--- config.mk ---
export PLATFORM = sky130hd
export DESIGN_NAME = alu_issue_stage
export DESIGN_NICKNAME = d
export VERILOG_FILES = /design/src/rtl/alu_pkg.sv /design/src/rtl/alu_ctrl_decode.sv /design/src/rtl/alu_issue_stage.sv
export SDC_FILE = /design/constraint.sdc
export NUM_CORES = 1
export LEC_CHECK = 0
export CORE_AREA = 10 10 207 209
export CTS_CLUSTER_SIZE = 30
export DETAILED_ROUTE_END_ITERATION = 6
export DIE_AREA = 0 0 217 219
export PLACE_DENSITY = 0.66
export SLEW_MARGIN = 20
export SYNTH_ARGS = -nofsm -noshare
export SYNTH_HDL_FRONTEND = slang
export SYNTH_SLANG_ARGS = --single-unit
export TNS_END_PERCENT = 100
--- constraint.sdc ---
create_clock -name clk -period 1.8 [get_ports clk]
set_input_delay 0.27 -clock clk [delete_from_list [all_inputs] [get_ports clk]]
set_output_delay 0.27 -clock clk [all_outputs]
set_load 0.1 [all_outputs]
--- src/rtl/alu_pkg.sv ---
// ---------------------------------------------------------------------------
// alu_pkg
// Shared constants for the ID/EX issue stage: ALU control codes, main-control
// ALUOp encodings, the LEGv8 R-type opcodes the ALU decoder recognises, and
// the zero-register index.
// ---------------------------------------------------------------------------
package alu_pkg;

  // 4-bit ALU control codes consumed by the EX-stage ALU
  localparam logic [3:0] ALU_AND   = 4'b0000;
  localparam logic [3:0] ALU_ORR   = 4'b0001;
  localparam logic [3:0] ALU_ADD   = 4'b0010;
  localparam logic [3:0] ALU_SUB   = 4'b0110;
  localparam logic [3:0] ALU_PASSB = 4'b0111;

  // Main-control ALUOp encodings (2'b11 is unused and treated as illegal)
  localparam logic [1:0] ALUOP_MEM   = 2'b00;
  localparam logic [1:0] ALUOP_CBZ   = 2'b01;
  localparam logic [1:0] ALUOP_RTYPE = 2'b10;

  // instruction[31:21] of the supported R-type operations
  localparam logic [10:0] OP_ADD = 11'b10001011000;
  localparam logic [10:0] OP_SUB = 11'b11001011000;
  localparam logic [10:0] OP_AND = 11'b10001010000;
  localparam logic [10:0] OP_ORR = 11'b10101010000;

  // X31 reads as zero and is never a forwarding source
  localparam int unsigned XZR = 31;

endpackage

--- src/rtl/alu_ctrl_decode.sv ---
// ---------------------------------------------------------------------------
// alu_ctrl_decode
// Purely combinational ALU-control decoder. Maps the main-control ALUOp and
// the 11-bit opcode onto the 4-bit ALU control code and flags pairs that the
// ALU cannot execute.
//
// Ports:
//   alu_op      in  2   main-control ALUOp
//   opcode      in  11  instruction[31:21]
//   alu_control out 4   ALU control code
//   illegal     out 1   ALUOp/opcode pair has no ALU meaning
// ---------------------------------------------------------------------------
module alu_ctrl_decode
  import alu_pkg::*;
(
  input  logic [1:0]  alu_op,
  input  logic [10:0] opcode,
  output logic [3:0]  alu_control,
  output logic        illegal
);

  always_comb begin
    // Undecodable cases fall through to pass-b with the illegal flag raised
    alu_control = ALU_PASSB;
    illegal     = 1'b0;
    case (alu_op)
      ALUOP_MEM: alu_control = ALU_ADD;
      ALUOP_CBZ: alu_control = ALU_PASSB;
      ALUOP_RTYPE: begin
        case (opcode)
          OP_ADD:  alu_control = ALU_ADD;
          OP_SUB:  alu_control = ALU_SUB;
          OP_AND:  alu_control = ALU_AND;
          OP_ORR:  alu_control = ALU_ORR;
          default: begin
            alu_control = ALU_PASSB;
            illegal     = 1'b1;
          end
        endcase
      end
      default: begin
        alu_control = ALU_PASSB;
        illegal     = 1'b1;
      end
    endcase
  end

endmodule

--- src/rtl/alu_issue_stage.sv ---
// ---------------------------------------------------------------------------
// alu_issue_stage
// ID/EX issue stage. Decodes the ALU control code in ID, captures it together
// with the operands in the ID/EX register (stall holds, flush inserts a
// bubble), and forwards EX/MEM and MEM/WB results onto the registered
// operands so the ALU always sees the newest register values.
//
// Ports:
//   clk, reset                  clock, synchronous active-high reset
//   id_valid                    ID holds a real instruction
//   id_alu_op, id_opcode        decoder inputs
//   id_alu_src                  1 = operand B is the immediate
//   id_rd1, id_rd2, id_imm      register-file reads and immediate
//   id_rn, id_rm                source register indices
//   stall, flush                ID/EX hold / bubble
//   exmem_reg_write/rd/result   EX/MEM forwarding source
//   memwb_reg_write/rd/data     MEM/WB forwarding source
//   ex_valid, ex_alu_control    registered control to EX
//   ex_a, ex_b, ex_store_data   forwarded operands to EX
//   ex_illegal                  registered undecodable flag
// ---------------------------------------------------------------------------
module alu_issue_stage
  import alu_pkg::*;
#(
  parameter int N  = 64,
  parameter int RW = 5
) (
  input  logic          clk,
  input  logic          reset,
  input  logic          id_valid,
  input  logic [1:0]    id_alu_op,
  input  logic [10:0]   id_opcode,
  input  logic          id_alu_src,
  input  logic [N-1:0]  id_rd1,
  input  logic [N-1:0]  id_rd2,
  input  logic [N-1:0]  id_imm,
  input  logic [RW-1:0] id_rn,
  input  logic [RW-1:0] id_rm,
  input  logic          stall,
  input  logic          flush,
  input  logic          exmem_reg_write,
  input  logic [RW-1:0] exmem_rd,
  input  logic [N-1:0]  exmem_result,
  input  logic          memwb_reg_write,
  input  logic [RW-1:0] memwb_rd,
  input  logic [N-1:0]  memwb_data,
  output logic          ex_valid,
  output logic [3:0]    ex_alu_control,
  output logic [N-1:0]  ex_a,
  output logic [N-1:0]  ex_b,
  output logic [N-1:0]  ex_store_data,
  output logic          ex_illegal
);

  localparam logic [RW-1:0] XZR_IDX = RW'(XZR);

  // EX/MEM wins over MEM/WB; the zero register is never forwarded
  function automatic logic [N-1:0] fwd_operand(
    input logic [RW-1:0] idx,
    input logic [N-1:0]  reg_val,
    input logic          em_we,
    input logic [RW-1:0] em_rd,
    input logic [N-1:0]  em_val,
    input logic          mw_we,
    input logic [RW-1:0] mw_rd,
    input logic [N-1:0]  mw_val
  );
    logic [N-1:0] res;
    res = reg_val;
    if (idx != XZR_IDX) begin
      if (em_we && (em_rd == idx))      res = em_val;
      else if (mw_we && (mw_rd == idx)) res = mw_val;
    end
    return res;
  endfunction

  // ---------------------------------------------------------------- ID stage
  logic [3:0] dec_ctrl;
  logic       dec_illegal;

  alu_ctrl_decode u_decode (
    .alu_op      (id_alu_op),
    .opcode      (id_opcode),
    .alu_control (dec_ctrl),
    .illegal     (dec_illegal)
  );

  logic          valid_q,   valid_d;
  logic [3:0]    ctrl_q,    ctrl_d;
  logic          illegal_q, illegal_d;
  logic          src_q,     src_d;
  logic [N-1:0]  rd1_q,     rd1_d;
  logic [N-1:0]  rd2_q,     rd2_d;
  logic [N-1:0]  imm_q,     imm_d;
  logic [RW-1:0] rn_q,      rn_d;
  logic [RW-1:0] rm_q,      rm_d;

  always_comb begin
    valid_d   = valid_q;
    ctrl_d    = ctrl_q;
    illegal_d = illegal_q;
    src_d     = src_q;
    rd1_d     = rd1_q;
    rd2_d     = rd2_q;
    imm_d     = imm_q;
    rn_d      = rn_q;
    rm_d      = rm_q;
    if (flush) begin
      // Bubble; flush beats a simultaneous stall
      valid_d   = 1'b0;
      ctrl_d    = ALU_PASSB;
      illegal_d = 1'b0;
      src_d     = 1'b0;
      rd1_d     = '0;
      rd2_d     = '0;
      imm_d     = '0;
      rn_d      = '0;
      rm_d      = '0;
    end else if (!stall) begin
      // Loads even for a non-valid ID slot; only illegal is gated by valid
      valid_d   = id_valid;
      ctrl_d    = dec_ctrl;
      illegal_d = id_valid & dec_illegal;
      src_d     = id_alu_src;
      rd1_d     = id_rd1;
      rd2_d     = id_rd2;
      imm_d     = id_imm;
      rn_d      = id_rn;
      rm_d      = id_rm;
    end
  end

  // ------------------------------------------------------- ID/EX boundary
  always_ff @(posedge clk) begin
    if (reset) begin
      valid_q   <= 1'b0;
      ctrl_q    <= ALU_PASSB;
      illegal_q <= 1'b0;
      src_q     <= 1'b0;
      rd1_q     <= '0;
      rd2_q     <= '0;
      imm_q     <= '0;
      rn_q      <= '0;
      rm_q      <= '0;
    end else begin
      valid_q   <= valid_d;
      ctrl_q    <= ctrl_d;
      illegal_q <= illegal_d;
      src_q     <= src_d;
      rd1_q     <= rd1_d;
      rd2_q     <= rd2_d;
      imm_q     <= imm_d;
      rn_q      <= rn_d;
      rm_q      <= rm_d;
    end
  end

  // ---------------------------------------------------------------- EX stage
  // Forwarding is re-evaluated every cycle, so a stalled instruction keeps
  // tracking newer EX/MEM and MEM/WB values.
  logic [N-1:0] fwd_a;
  logic [N-1:0] fwd_b;

  assign fwd_a = fwd_operand(rn_q, rd1_q, exmem_reg_write, exmem_rd, exmem_result,
                             memwb_reg_write, memwb_rd, memwb_data);
  assign fwd_b = fwd_operand(rm_q, rd2_q, exmem_reg_write, exmem_rd, exmem_result,
                             memwb_reg_write, memwb_rd, memwb_data);

  assign ex_valid       = valid_q;
  assign ex_alu_control = ctrl_q;
  assign ex_illegal     = illegal_q;
  assign ex_a           = fwd_a;
  assign ex_b           = src_q ? imm_q : fwd_b;
  // Store data is Rt regardless of the immediate select
  assign ex_store_data  = fwd_b;

endmodule

==> results by group <==
Status
  • Status: finished with violations
  • Failing checks: negative setup slack

CTS
  • Max H-tree Level: 1
  • CTS root buf: clkbuf_16
  • Clk buf depth: 3
  • CTS Buf Count: 29
  • Clk slew on worst S/H paths: 0.06 ns
  • TritonCTS clock tree: built
  • Clock Latency Late Sink: 0.57 ns
  • CTS Sinks: 208

Setup path
  • CP Class: flip-flop to primary output
  • Slowest cell on crit path: or3_4
  • Worst path required time: 1.53 ns
  • WP buf/inv: 4
  • WP data arrival: around 2.8 ns
  • Worst-path fanout max: 6
  • CP Cell Sequence: buf_6 > xnor2_2 > nand4_1 > buf_4 > or3_4 > and2_4 > clkbuf_16 > o2bb2ai_2 > buf_12
  • Startpoint types: flip-flop
  • Kind of cell adding the most delay to the critical path: simple AND/OR/NAND/NOR gates
  • CP endpoint kind: primary output
  • Peak per-stage delay on the critical path: slightly above 0.4 ns

STA
  • Relative slew margins: 54.0%
  • Final WS setup: -1.24 ns
  • Unrepaired setup endpoints after global routing: true
  • Fin. Hold Viols: 0
  • Period Utilization, post-route: 169%
  • Final Max Tran Viols: 0
  • Clock Skews: 0 ns
  • Min Tclk post-route: 3.04 ns
  • Final setup fails: 192
  • Worst-Margin Slew: 0.689 ns
  • F_max: 329 MHz

Placed design
  • Port Buf Inserts: approximately 560
  • Worst slack, placed: -1.16 ns
  • Post-place instance area: 0.0224 mm²
  • GPL Wtd Cong: 0.916
  • Placed cell count: ~2600
  • DP Wirelength: 50200 µm

Power
  • Switching share of power: 33.4%
  • Combinational Power Share: between 30% and 40%
  • Pwr dens: 619 mW/mm²
  • Pint: roughly 0.011 W
  • Lkg Pwr: 10.7 nW
  • Seq pwr share: between 20% and 30%
  • Worst vdd ir: 600 µV
  • Switching power: about 0.0057 W
  • Clock share of power: 38.4%

Yosys
  • Syn Area/Cell: 7.91 µm²
  • FF+latch count, synth: approximately 210
  • Synth Area in Compound Gates: between 10% and 20%
  • Synth top area share: around a third
  • Synth area leaders: dfxtp_1, mux2i_1, nor2_1, o221ai_1, o2bb2ai_1
  • Ys flop type: dfxtp_1
  • Synthesized Nets: 1904
  • YS warnings: 0
  • Post-synthesis simple-gate area fraction: roughly 20%
  • Post-Synth Adder-Cell Area: 0%
  • Syn Inst Count: 1543
  • Post-synth cell types: 37
  • Register area share after synthesis: 34.1%
  • Mux cell area share after synthesis: 16.9%
  • Async SR Flop Fraction: 0%
  • Post-synth EDFFs: 0
  • XOR/XNOR Fraction of Synth Area: 1.44%
  • Most common cell in the netlist: nor2_1
  • Cell Area, Synth: roughly 0.012 mm²
  • Leading area contributor after synthesis: dfxtp_1
  • Synth top cells by count: nor2_1, dfxtp_1, mux2i_1
  • Largest family of logic cells by synthesized area: simple AND/OR/NAND/NOR gates

Drt
  • DR vias: between 15000 and 20000
  • Routed WL per cell: 29.3 µm
  • Remaining antenna violation count after routing: 0
  • Total Routed Length: 80700 µm
  • DR iter-0 viols: 1361
  • Drt first pass iters: 5
  • Vias per Instance: around 5.7
  • Final routed DRC violation total: 0

Global route
  • Number of global-route vias before repair: 15400
  • GRT overflow: 0
  • First-pass GRT wire length: 105000 µm
  • All-Layer GR Usage: 29.1%
  • Number of antenna violations at the first check in global routing: 29
  • Largest net degree at the start of global routing: 86

Final layout
  • Post-route cell area: ~0.028 mm²
  • Area Growth Syn to Fin: 126%
  • Layout Nets: between 2000 and 3000
  • Final Non-Filler Cells: 2758
  • Layout cells sized above 1: around 34%

Die
  • Die Height: 219 µm
  • Num ports: 559
  • Core Area: 0.0386 mm²
  • Area of the die: 0.0475 mm²
  • Initial Util: 31.6%
  • FP Rows: 72
  • Die W: 217 µm

Job
  • Maxcap violations: 0

Worst hold path
  • Type of the tightest min-delay check: primary input to flip-flop
## cell usage in the layout (no fill, tap or decap), drive strengths merged, types with 64 or more instances in the layout
cell,Yosys,layout
o221ai,64,64
buf,43,375
nand3,68,68
nor2,210,210
clkdlybuf4s50,0,359
clkbuf,113,77
inv,127,127
mux2i,206,206
nand2,107,107
o2bb2ai,64,64
dfxtp,208,208
## path summary, 6_finish.rpt
path,from,end,slack (ns),depth (start not counted)
worst max-delay path,rm_q[4]$_SDFFE_PP0N_,ex_store_data[56],-1.24,9
worst min-delay path,id_rn[4],rn_q[4]$_SDFFE_PP0N_,0.30,3
worst max register to register,src_q$_SDFFE_PP0N_,src_q$_SDFFE_PP0N_,0.88,3
worst min register to register,ex_illegal$_SDFFE_PP0N_,ex_illegal$_SDFFE_PP0N_,0.49,2
## timing repair
action,4_1_cts,5_1_grt
hold buffers,1,0
endpoints found under the hold margin,1,0
pin swaps,57,59
buffers inserted,17,33
resized for setup,141,257
gates cloned,21,17
endpoints found under the setup margin,192,192
## flip-flops by register name, indices dropped and copies added, names as in the netlist
signal	flops
ex_alu_control	3
ex_illegal	1
ex_valid	1
imm_q	64
rd1_q	64
rd2_q	64
rm_q	5
rn_q	5
src_q	1
## layout make-up
type | count | area [µm²]
Antenna cell | 28 | 70.1
Clock buffer | 42 | 865
Fill cell | 2607 | 10900
Multi-Input combinational cell | 1054 | 10600
Timing Repair Buffer | 770 | 10600
Clock inverter | 11 | 210
Inverter | 127 | 477
Tap cell | 518 | 648
Sequential cell | 208 | 4190
## worst min-delay path, delay by kind of cell
family / cells / cell delay [ns]
buffers and inverters: 1 / 0.40
multiplexers: 1 / 0.12
AND/OR/NAND/NOR: 1 / 0.05
## power groups by stage
stage | registers [W] | logic [W] | clock network (W)
2_1_floorplan | 0.00496 | 0.00267 | 0
3_3_place_gp | 0.00496 | 0.00499 | 0
3_5_place_dp | 0.00497 | 0.00502 | 0
4_1_cts | 0.00487 | 0.00524 | 0.00662
5_1_grt | 0.00490 | 0.00579 | 0.00681
6_report | 0.00489 | 0.00564 | 0.00657
## kinds of logic after synthesis
kind of cell,after synthesis
other,1
and+or+nand+nor,528
buffers and inverters,283
DFF,208
xor gates and xnor gates,20
AOI/OAI and AO/OA,297
muxes,206
## stage by stage
step | TNS, ns | total power [W] | hold WS (ns) | utilization (%)
after CTS | -218.26 | 0.0167 | 0.286 | 65.0
after detailed placement | -187.33 | 0.00998 | 0.476 | 58.0
after global routing | -231.61 | 0.0175 | 0.309 | 71.6
after global placement | -190.55 | 0.00995 | 0.457 | 58.0
after floorplan | -165.86 | 0.00763 | 0.391 | -
final | -217.64 | 0.0171 | 0.297 | 71.6
## layer usage
metal  vias up  wire [µm]  global-route usage, %
met4         6       5220                   16.1
met5         -         45                      0
met2       929      38800                   48.3
met3       256       7650                   8.13
li1       6870          -                      -
met1      7690      29000                   33.5
Note: power is estimated with default switching activity, not from simulation.
